===== src/rtl/main_pipe_req_sched.sv =====
// Three-way request scheduler: fixed priority for refill (0), round-robin store/atomic (1/2) with starvation override.
// One-entry output register, latency 1; inputs are only accepted when the register is empty or draining.
module main_pipe_req_sched #(
  parameter int STARVE_LIMIT = 15
) (
  input  logic        clock,
  input  logic        reset,

  input  logic        io_in_0_valid,
  output logic        io_in_0_ready,
  input  logic [35:0] io_in_0_bits_addr,
  input  logic [4:0]  io_in_0_bits_cmd,
  input  logic [3:0]  io_in_0_bits_source,

  input  logic        io_in_1_valid,
  output logic        io_in_1_ready,
  input  logic [35:0] io_in_1_bits_addr,
  input  logic [4:0]  io_in_1_bits_cmd,
  input  logic [3:0]  io_in_1_bits_source,

  input  logic        io_in_2_valid,
  output logic        io_in_2_ready,
  input  logic [35:0] io_in_2_bits_addr,
  input  logic [4:0]  io_in_2_bits_cmd,
  input  logic [3:0]  io_in_2_bits_source,

  output logic        io_out_valid,
  input  logic        io_out_ready,
  output logic [35:0] io_out_bits_addr,
  output logic [4:0]  io_out_bits_cmd,
  output logic [3:0]  io_out_bits_source,
  output logic [1:0]  io_out_bits_grant_id,

  output logic        io_starve_hit
);

  typedef struct packed {
    logic [35:0] addr;
    logic [4:0]  cmd;
    logic [3:0]  source;
  } req_t;

  localparam logic [3:0] LIMIT = 4'(STARVE_LIMIT);

  logic [2:0] in_vld;
  req_t       in_dat [3];

  assign in_vld    = {io_in_2_valid, io_in_1_valid, io_in_0_valid};
  assign in_dat[0] = '{addr: io_in_0_bits_addr, cmd: io_in_0_bits_cmd, source: io_in_0_bits_source};
  assign in_dat[1] = '{addr: io_in_1_bits_addr, cmd: io_in_1_bits_cmd, source: io_in_1_bits_source};
  assign in_dat[2] = '{addr: io_in_2_bits_addr, cmd: io_in_2_bits_cmd, source: io_in_2_bits_source};

  logic       out_vld_q, out_vld_d;
  req_t       out_dat_q, out_dat_d;
  logic [1:0] gid_q, gid_d;
  logic [3:0] cnt_1_q, cnt_1_d;
  logic [3:0] cnt_2_q, cnt_2_d;
  logic       rr_q, rr_d;

  logic       load_en;
  logic       starved_1, starved_2;
  logic [2:0] gnt;
  logic [2:0] fire;
  req_t       sel_dat;
  logic [1:0] sel_id;

  assign load_en   = !out_vld_q || io_out_ready;
  assign starved_1 = in_vld[1] && (cnt_1_q == LIMIT);
  assign starved_2 = in_vld[2] && (cnt_2_q == LIMIT);

  // Starved store/atomic beats refill; otherwise refill strictly first, then rr between 1 and 2.
  always_comb begin
    gnt = 3'b000;
    if (starved_1 && starved_2) begin
      gnt = rr_q ? 3'b100 : 3'b010;
    end else if (starved_1) begin
      gnt = 3'b010;
    end else if (starved_2) begin
      gnt = 3'b100;
    end else if (in_vld[0]) begin
      gnt = 3'b001;
    end else if (in_vld[1] && in_vld[2]) begin
      gnt = rr_q ? 3'b100 : 3'b010;
    end else if (in_vld[1]) begin
      gnt = 3'b010;
    end else if (in_vld[2]) begin
      gnt = 3'b100;
    end
  end

  // Readies are forced low while reset is held so nothing is consumed mid-reset.
  assign fire = gnt & {3{load_en && !reset}};

  assign io_in_0_ready = fire[0];
  assign io_in_1_ready = fire[1];
  assign io_in_2_ready = fire[2];

  assign io_starve_hit = in_vld[0] && ((fire[1] && starved_1) || (fire[2] && starved_2));

  always_comb begin
    sel_dat = in_dat[0];
    sel_id  = 2'd0;
    if (gnt[1]) begin
      sel_dat = in_dat[1];
      sel_id  = 2'd1;
    end else if (gnt[2]) begin
      sel_dat = in_dat[2];
      sel_id  = 2'd2;
    end
  end

  always_comb begin
    out_vld_d = out_vld_q;
    out_dat_d = out_dat_q;
    gid_d     = gid_q;
    if (load_en) begin
      out_vld_d = |fire;
      if (|fire) begin
        out_dat_d = sel_dat;
        gid_d     = sel_id;
      end
    end
  end

  always_comb begin
    cnt_1_d = cnt_1_q;
    if (!in_vld[1] || fire[1]) begin
      cnt_1_d = 4'd0;
    end else if (cnt_1_q != LIMIT) begin
      cnt_1_d = cnt_1_q + 4'd1;
    end
  end

  always_comb begin
    cnt_2_d = cnt_2_q;
    if (!in_vld[2] || fire[2]) begin
      cnt_2_d = 4'd0;
    end else if (cnt_2_q != LIMIT) begin
      cnt_2_d = cnt_2_q + 4'd1;
    end
  end

  // Pointer moves away from whichever of 1/2 just won; refill grants leave it alone.
  always_comb begin
    rr_d = rr_q;
    if (fire[1]) begin
      rr_d = 1'b1;
    end else if (fire[2]) begin
      rr_d = 1'b0;
    end
  end

  always_ff @(posedge clock or posedge reset) begin
    if (reset) begin
      out_vld_q <= 1'b0;
      out_dat_q <= '0;
      gid_q     <= 2'd0;
      cnt_1_q   <= 4'd0;
      cnt_2_q   <= 4'd0;
      rr_q      <= 1'b0;
    end else begin
      out_vld_q <= out_vld_d;
      out_dat_q <= out_dat_d;
      gid_q     <= gid_d;
      cnt_1_q   <= cnt_1_d;
      cnt_2_q   <= cnt_2_d;
      rr_q      <= rr_d;
    end
  end

  assign io_out_valid         = out_vld_q;
  assign io_out_bits_addr     = out_dat_q.addr;
  assign io_out_bits_cmd      = out_dat_q.cmd;
  assign io_out_bits_source   = out_dat_q.source;
  assign io_out_bits_grant_id = gid_q;

endmodule


===== config.mk =====
export PLATFORM = sky130hd
export DESIGN_NAME = main_pipe_req_sched
export DESIGN_NICKNAME = d
export VERILOG_FILES = /design/src/rtl/main_pipe_req_sched.sv
export SDC_FILE = /design/constraint.sdc
export NUM_CORES = 1
export LEC_CHECK = 0
export CAP_MARGIN = 0
export CELL_PAD_IN_SITES_DETAIL_PLACEMENT = 0
export CELL_PAD_IN_SITES_GLOBAL_PLACEMENT = 1
export CORE_UTILIZATION = 29
export DETAILED_ROUTE_END_ITERATION = 8
export PLACE_DENSITY_LB_ADDON = 0.25
export SLEW_MARGIN = 20
export SYNTH_ARGS = -nofsm -noshare
export SYNTH_HDL_FRONTEND = slang
export SYNTH_SLANG_ARGS = --single-unit

===== constraint.sdc =====
create_clock -name clock -period 4.37 [get_ports clock]
set_clock_uncertainty 0.15 [all_clocks]
set_input_delay 0.6555 -clock clock [delete_from_list [all_inputs] [get_ports clock]]
set_output_delay 0.6555 -clock clock [all_outputs]
set_load 0.01 [all_outputs]

==> flow_metrics.env <==
export IMPL_status="finished clean"
export IMPL_maxCapViolCount=0
export IMPL_num_vias=3862
export IMPL_critPathMaxStageDelay_ns=0.59
export IMPL_critPathCaptureType="output pin"
export IMPL_drive_gt1_share_pct=6.65
export IMPL_slew_headroom_pct=26.0
export IMPL_synth_compound_area_share_pct=31.7
export IMPL_post_cts_setup_buffers=0
export IMPL_p_per_area_nw_per_um2=382
export IMPL_yosysTopAreaCell="dfrtp_1"
export IMPL_antennaDiodeCount=0
export IMPL_r2r_start="cnt_1_q[0]"
export IMPL_yosys_most_used_dff="dfrtp_1"
export IMPL_crit_required_ns=3.56
export IMPL_drtAntennaViolNets=0
export IMPL_worstSetupPathType="in2out"
export IMPL_rows=39
export IMPL_syn_inst=383
export IMPL_total_power_uw=2190
export IMPL_crit_top_cell="clkdlybuf4s50_1"
export IMPL_synth_seq_cells=57
export IMPL_synth_edf_count=0
export IMPL_die_h_um=111
export IMPL_startpoint="io_in_1_valid"
export IMPL_core_area_um2=11500
export IMPL_grtUsageTotal_pct=20.8
export IMPL_antenna_found_initial=0
export IMPL_wl_um=12800
export IMPL_vias_per_cell=5.53
export IMPL_drc=0
export IMPL_drv_slew=0
export IMPL_wl_per_cell_um=18.3
export IMPL_worstSkewPairLatency_ns=0.32
export IMPL_finalSetupViolCount=0
export IMPL_worst_pin_slew_ns=1.11
export IMPL_dieArea_um2=12200
export IMPL_max_freq_mhz=297
export IMPL_grt_start_max_net_pins=58
export IMPL_nets=694
export IMPL_synth_area_per_cell_um2=8.92
export IMPL_drt_initial_drc_count=197
export IMPL_hold_buffers=0
export IMPL_grt_pass1_vias=3936
export IMPL_first_pass_iters=5
export IMPL_synth_top_area_share_pct=41.7
export IMPL_critical_path_cell_chain="clkdlybuf4s50_1, nor2b_1, a221oi_4, nand3_2, inv_1, clkdlybuf4s50_1"
export IMPL_grt_first_pass_wirelength_um=20200
export IMPL_tns_ns=0
export IMPL_ys_top_cells_by_area="dfrtp_1 42%, o211ai_1 9.9%, o311ai_0 7.4%"
export IMPL_cts_tree="built"
export IMPL_clockRootBuffer="clkbuf_16"
export IMPL_dp_hpwl_um=8120
export IMPL_ys_async_sr_fraction_pct=100
export IMPL_cts_num_sinks=57
export IMPL_rsz0062_at_grt="no"
export IMPL_muxShareOfSynthArea_pct=0.915
export IMPL_gp_congestion=0.797
export IMPL_slowest_stage="clkdlybuf4s50_1"
export IMPL_seqCellArea_um2=1430
export IMPL_overflow=0
export IMPL_multi_input_area_um2=1780
export IMPL_num_fill_cells=1085
export IMPL_layout_min_cycle_time_ns=3.37
export IMPL_area_growth_pct=67.7
export IMPL_syn_area_um2=3420
export IMPL_report_final_hold_viol_count=0
export IMPL_p_leak_uw=0.00217
export IMPL_start_util_pct=29.8
export IMPL_cts_made_buffers=9
export IMPL_cts_htree_levels=3
export IMPL_yosys_area_share_simple_pct=17.4
export IMPL_clockBufferDepth=2
export IMPL_yosysWarnings=0
export IMPL_yosysSeqAreaShare_pct=41.7
export IMPL_r2r_setup_slack_ns=1.59
export IMPL_ys_types=42
export IMPL_max_vdd_ir_drop_v=0.000178
export IMPL_synth_xor_xnor_area_share_pct=0.513
export IMPL_synth_nets=526
export IMPL_clk_pin_slew_worst_paths_ns=0.05
export IMPL_io_pins=193
export IMPL_cp_max_fo=8
export IMPL_fp_dieW_um=111
export IMPL_cts_resized=0
export IMPL_start_kind="input port"
export IMPL_synth_top_family_by_area="compound AO/OA/AOI/OAI gates"
export IMPL_hold_class="reg2reg"
export IMPL_synthAdderAreaFrac_pct=0.732
export IMPL_min_period_over_period_pct=77.1
export IMPL_arrival_ns=2.57
export IMPL_hp_start="io_out_bits_grant_id[0]"
export IMPL_portBuffers=192
## placed cells by master, fill, tap and decap left out, drive strengths merged, types with 2 or more instances in the layout
master | synthesis | routed
clkdlybuf4s50 | 0 | 192
dfrtp | 57 | 57
nand2 | 52 | 52
nand3 | 50 | 50
a21oi | 47 | 47
o211ai | 46 | 46
o311ai | 45 | 45
clkbuf | 23 | 10
buf | 20 | 8
nor2 | 7 | 7
and3 | 5 | 5
inv | 4 | 4
bufinv | 0 | 3
clkinv | 0 | 3
xor2 | 2 | 2
mux2i | 2 | 2
nor3 | 2 | 2
a21o | 2 | 2
ha | 2 | 2
## routing by layer
layer	part of all wire [%]	up-vias	GRT usage (%)	wire length, um
li1	-	1816	-	-
met1	42	1820	25.3	5350
met2	48	211	35.3	6120
met3	9.0	15	5.98	1150
met4	1.4	0	6.84	173
met5	0	-	0	0
## state kept, by name, summed over array words and instances, names as in the netlist
register	count
cnt_1_q	4
cnt_2_q	4
io_out_bits_addr	36
io_out_bits_cmd	5
io_out_bits_grant_id	2
io_out_bits_source	4
io_out_valid	1
rr_q	1
## power by group
part	internal (uW)	total [uW]	switching (uW)
sequential	628	688	59.8
combinational	370	691	321
clock	569	812	243
## area by class of cell
| type | count | area share (%) |
|---|---|---|
| Clock buffer | 10 | 4.17 |
| Clock inverter | 6 | 1.83 |
| Inverter | 4 | 0.262 |
| Multi-Input combinational cell | 279 | 31.1 |
| Sequential cell | 57 | 24.9 |
| Tap cell | 143 | 3.12 |
| Timing Repair Buffer | 200 | 34.6 |
## worst max-delay path: cells and delay by family
kind	cells	cell delay, ns
compound gates	1	0.25
simple gates	2	0.45
buf+inv	3	1.21
## metrics by stage
| step | worst slack [ns] | util, % | std cells | hold WS [ns] | area [um^2] |
|---|---|---|---|---|---|
| finish | 0.999 | 50.0 | 699 | 0.333 | 5730 |
| global route | 0.902 | 50.0 | 699 | 0.367 | 5730 |
| CTS | 1.00 | 50.0 | 699 | 0.335 | 5730 |
| detailed placement | 1.00 | 47.0 | 683 | 0.322 | 5390 |
| global placement | 1.03 | 47.0 | 683 | 0.309 | 5390 |
| floorplan | 0.830 | - | 383 | 0.359 | 3420 |
## final timing paths
path,endpoint,depth (start not counted)
max,io_in_2_ready,6
min,io_out_bits_grant_id[0],1
max reg2reg,io_out_bits_addr[30],5
min reg2reg,io_out_bits_grant_id[0],1
max in group asynchronous,io_out_bits_addr[12],3
min in group asynchronous,io_out_bits_addr[3],3
## cells in the mapped netlist (all sizes together) (2+ instances only)
master and count:
mux2i 2, ha 2, nor2 7, nand3 50
a21oi 47, dfrtp 57, a21o 2, inv 4
nor3 2, nand2 52, xor2 2, clkbuf 23
buf 20, and3 5, o311ai 45, o211ai 46
## kinds of logic (layout without fill, tap and decap cells)
family	after synthesis	count (layout)
and+or+nand+nor	125	125
DFF	57	57
muxes	3	3
adders and majority gates	2	2
xor gates and xnor gates	2	2
buffers and inverters	47	220
AOI/OAI and AO/OA	147	147
Power figures use the tool's default switching activity.
==> RTL change 1 (same flow settings) <==
`STARVE_LIMIT`: 15 -> 14.
--- a/src/rtl/main_pipe_req_sched.sv
+++ b/src/rtl/main_pipe_req_sched.sv
@@ -2,5 +2,5 @@
 // One-entry output register, latency 1; inputs are only accepted when the register is empty or draining.
 module main_pipe_req_sched #(
-  parameter int STARVE_LIMIT = 15
+  parameter int STARVE_LIMIT = 14
 ) (
   input  logic        clock,
Behaviour: no difference found for any inputs over 4 cycles, from zero or initial values and one cycle with reset high; that may be too few to reach the edited logic, so the function may still have changed.
==> RTL change 1 against the original RTL <==
Setup slack got worse by 120 ps; routed wire length decreased by 11%; total power decreased by 7.8%; die area decreased by 2.5%; sequential share of layout area increased by 0.81 points; synthesized area decreased by 2.5%; design area decreased by 3.2%; sequential cell count unchanged; critical path type unchanged; highest routed layer unchanged.
==> RTL change 1: results (changes against the original RTL) <==
[cts]
clk_latency_ps = 320  ; about the same
cts_resized = 0  ; unchanged

[final_layout]
drive_above_1_share_pct = 5.35  ; -1.3 points
multi_input_cells = 284  ; +1.8%
clockBufferCount = 11  ; +1
buffers = 198  ; -1.0%
n_all_inverters = 7  ; +3
clk_share_pct = 4.74  ; -1.3 points
multi_input_area_mm2 = 0.00169  ; -5.2%
area_share_nonclk_buffers_pct = 35.4  ; +0.86 points
num-nets-final = 702  ; +1.2%
nFillCells = 1110  ; +2.3%
biggestCellCategory = buffers

[detailed_routing]
viasPerCell = 5.03  ; -9.0%
drt_iter0_markers = 156  ; -21%
first_pass_iters = 4  ; -1
dr_total_vias = 3526  ; -8.7%
wl_um = 11300  ; -11%

[worst_setup_path]
worstPathMaxFanout = 5  ; -3
crit_arrival_ps = 2680  ; +110 ps
slowest_delay_ps = 630  ; +40 ps

[sta]
hold_ws_ps = 386  ; +53.1 ps
relSlewSlack_pct = 54.3  ; +28 points

[placement]
dpl-instance-area_mm2 = 0.00529  ; -1.9%
dp_cells = 686  ; +0.44%
gp_congestion = 0.796  ; about the same
dpl.hpwl_um = 7740  ; -4.8%

[synthesis]
synthTopCellsByCount = 57 x dfrtp_1, 51 x nor2_1, 50 x nand2_1, 47 x a31oi_1, 45 x o2bb2ai_1
synth_cell_type_count = 38  ; -9.5%
synth_area_leaders = dfrtp_1 43%, o2bb2ai_1 12%, a31oi_1 8.8%
syn_nets = 525  ; -0.19%
yosys_warnings = 0  ; unchanged
yosysSeqAreaShare_pct = 42.8  ; +1.1 points
syn_area_per_cell_um2 = 8.76  ; -1.8%

[hold_path]
worstHoldPathType = in -> async

[grt]
grt_use_total_pct = 19.0  ; -1.9 points
antenna_found_initial = 0  ; unchanged
grt_max_degree = 54  ; -6.9%
grt_first_pass_wirelength_um = 17400  ; -14%

[die]
core_area_mm2 = 0.0110  ; -3.8%

[run_status]
outcome = finished clean

[pwr]
p_leak_nw = 2.07  ; -4.2%
vdd_drop_max_v = 0.000179  ; +0.48%
p_sw_w = 0.000593  ; -4.9%

## RTL change 1: cell families (layout without fill, tap and decap cells)
| kind of cell | Yosys count | in the layout | synth area share [%] |
|---|---|---|---|
| buffers and inverters | 39 | 220 | 6.76 |
| XOR/XNOR | 4 | 4 | 1.05 |
| flip-flops | 57 | 57 | 42.8 |
| AND/OR/NAND/NOR | 125 | 125 | 16.8 |
| adder cells (fa/ha/maj) | 4 | 4 | 1.50 |
| AO/OA/AOI/OAI | 151 | 151 | 31.1 |
## RTL change 1: through the flow
stage                     worst slack [ps]  util, %
after detailed placement               909     47.9
after global routing                   781     50.3
final                                  884     50.3
after floorplan                        881        -
after CTS                              894     50.3
after global placement                 971     47.9
## RTL change 1: routing by layer
metal  vias to the layer above  GRT usage [%]  share of wire [%]
li1                       1746              -                  -
met1                      1645           22.7                 43
met2                       128           33.9                 49
met3                         7           5.08                7.4
met4                         0           3.81               0.78
met5                         -              0                  0
## RTL change 1: power by group through the flow
| stage | combinational [W] | sequential (W) | clock [W] |
|---|---|---|---|
| 3_3_place_gp | 0.000702 | 0.000707 | 0 |
| 4_1_cts | 0.000710 | 0.000702 | 0.000635 |
| 6_report | 0.000699 | 0.000701 | 0.000620 |
| 2_1_floorplan | 0.000264 | 0.000756 | 0 |
| 5_1_grt | 0.000761 | 0.000716 | 0.000659 |
| 3_5_place_dp | 0.000708 | 0.000710 | 0 |
## RTL change 1: worst paths after layout
path | startpoint | to | cells after the start
worst max-delay path | io_in_1_valid | io_in_1_ready | 6
worst min register to register | rr_q | rr_q | 1
worst min-delay path | reset | io_out_bits_grant_id[0] | 2
min in group clock | rr_q | rr_q | 1
max in group asynchronous | reset | io_out_bits_addr[19] | 3
worst max register to register | cnt_2_q[0] | io_out_bits_addr[18] | 9
==> RTL change 2 (config.mk and constraints unchanged) <==
Made on the original files. Reset style: synchronous (`reset`), changed in one clocked block.
--- a/src/rtl/main_pipe_req_sched.sv
+++ b/src/rtl/main_pipe_req_sched.sv
@@ -151,5 +151,5 @@
   end
 
-  always_ff @(posedge clock or posedge reset) begin
+  always_ff @(posedge clock) begin
     if (reset) begin
       out_vld_q <= 1'b0;
Behaviour: differs if reset is asserted again (counterexample within 4 cycles, from zero or initial values and one cycle with reset high); with reset held inactive, the same outputs for 4 cycles.
==> RTL change 2 against the original RTL <==
Non-clock buffer count is the same; register-to-register slack improved by 180 ps; critical path type unchanged; setup slack improved by 170 ps; routed wire length decreased by 3.9%; synthesized area up 7.2%; first-iteration DRC count fell by 30%; total power fell by 16%; sequential cell count did not move; sequential power shrank 15%; combinational power shrank 30%; design area is 0.94% higher; critical endpoint unchanged; critical path depth decreased by 1.
==> RTL change 2: results (changes against the original RTL) <==
[run_status]
outcome = finished clean

[synthesis]
async_reset_ff_share_pct = 0  ; -100 points
syn_inst = 345  ; -9.9%
synth_area_leaders = dfxtp_1 31%, a311oi_2 16%, o221ai_2 16%
synthTopCellsByCount = 57 x dfxtp_1, 56 x nor2_1, 52 x nand2_1, 40 x a311oi_2, 40 x o221ai_2
syn_nets = 488  ; -7.2%
synth_cell_type_count = 46  ; +9.5%
yosys_warnings = 0  ; unchanged
yosysSeqAreaShare_pct = 31.1  ; -11 points

[placement]
dp_cells = 677  ; -0.88%
dpl.hpwl_um = 8490  ; +4.5%
gp_congestion = 0.796  ; about the same
dpl_worst_slack_ps = 1190  ; +185 ps

[grt]
grt_use_total_pct = 19.3  ; -1.5 points
grt_first_pass_wirelength_um = 19300  ; -4.6%
grt_pass1_vias = 3465  ; -12%
grt_max_degree = 46  ; -21%

[cts]
clk_latency_ps = 320  ; about the same
numCtsBuffers = 9  ; unchanged
cts_resized = 0  ; unchanged
htreeDepth = 3  ; unchanged
clockBufferDepth = 2  ; unchanged
clk_pin_slew_worst_paths_ps = 50  ; about the same
cts_setup_buffers = 0  ; unchanged
cts-root-buf = clkbuf_16

[worst_setup_path]
reg2reg_slack_ps = 1770  ; +180 ps
crit_arrival_ps = 2400  ; -170 ps
rr_endpoint = io_out_bits_source[1]
worstPathMaxFanout = 6  ; -2
rr_startpoint = cnt_1_q[0]
rr_worst_depth = 6  ; +1

[detailed_routing]
drt_iter0_markers = 138  ; -30%
avgRoutedWirePerCell_um = 17.7  ; -3.0%
first_pass_iters = 4  ; -1
viasPerCell = 4.95  ; -10%

[sta]
hold_ws_ps = 333  ; -0.339 ps
relSlewSlack_pct = 48.5  ; +23 points

[hold_path]
hold_path_end = io_out_bits_grant_id[0]
worstHoldStart = io_out_bits_grant_id[0]
hold_path_depth = 2  ; +1

[final_layout]
fin_cells = 693  ; -0.86%
largest_reg_flops = 36  ; unchanged
drive_above_1_share_pct = 22.3  ; +16 points
num-nets-final = 663  ; -4.5%
antenna_cells = 0  ; unchanged

[pwr]
p_leak_nw = 1.92  ; -11%
vdd_drop_max_v = 0.000137  ; -23%

[RTL change 2: critical path, cell delays in order]
cell and delay [ps]:
clkdlybuf4s50_1 500, and4_2 270, o21ai_0 200, and3_1 230, clkdlybuf4s50_1 550
[RTL change 2: stage by stage]
| stage | total power [W] | instance area [µm²] |
|---|---|---|
| 6_report | 0.00183 | 5780 |
| 2_1_floorplan | 0.000854 | 3660 |
| 3_3_place_gp | 0.00108 | 5460 |
| 3_5_place_dp | 0.00109 | 5460 |
| 5_1_grt | 0.00193 | 5780 |
| 4_1_cts | 0.00186 | 5780 |
[RTL change 2: kinds of logic after synthesis]
logic type	synth area share (%)
and+or+nand+nor	16.2
DFF	31.1
buffers and inverters	12.4
xor gates and xnor gates	0.478
muxes	0.273
AOI/OAI and AO/OA	38.8
adders and majority gates	0.683
[RTL change 2: layer usage]
metal  track usage [%]  vias to the layer above  share of wire, %
met5                 0                        -                 0
met2              32.0                      116                47
li1                  -                     1689                 -
met3              4.92                       14               6.4
met4              7.36                        0               1.7
met1              23.9                     1613                45
[RTL change 2: where the power goes]
part	leakage, nW	switching, W	total (W)	internal (W)
Clock	0.162	0.000243	0.000762	0.000519
Sequential	0.471	0.0000220	0.000585	0.000563
Combinational	1.29	0.000209	0.000487	0.000277
Total	1.92	0.000474	0.00183	0.00136
[RTL change 2: how the worst max path moves through the flow]
stage | from | endpoint | slack (ps) | depth (start not counted)
6_report | io_in_1_valid | io_in_2_ready | 1170 | 5
5_1_grt | io_in_2_valid | io_in_1_ready | 1080 | 7
4_1_cts | io_in_1_valid | io_in_2_ready | 1170 | 5
3_5_place_dp | io_in_1_valid | io_in_2_ready | 1190 | 5
3_3_place_gp | io_in_2_valid | io_in_1_ready | 1190 | 7
2_1_floorplan | cnt_1_q[0] | io_in_1_ready | 2210 | 7
[RTL change 2: cell type report]
type / instances / area, µm²
fill: 1168 / 6380
inverter: 2 / 7.51
sequential: 57 / 1140
clock inverter: 1 / 30.0
timing repair buffer: 200 / 2010
clock buffer: 15 / 298
multi-input combinational: 250 / 2080
tap: 168 / 210
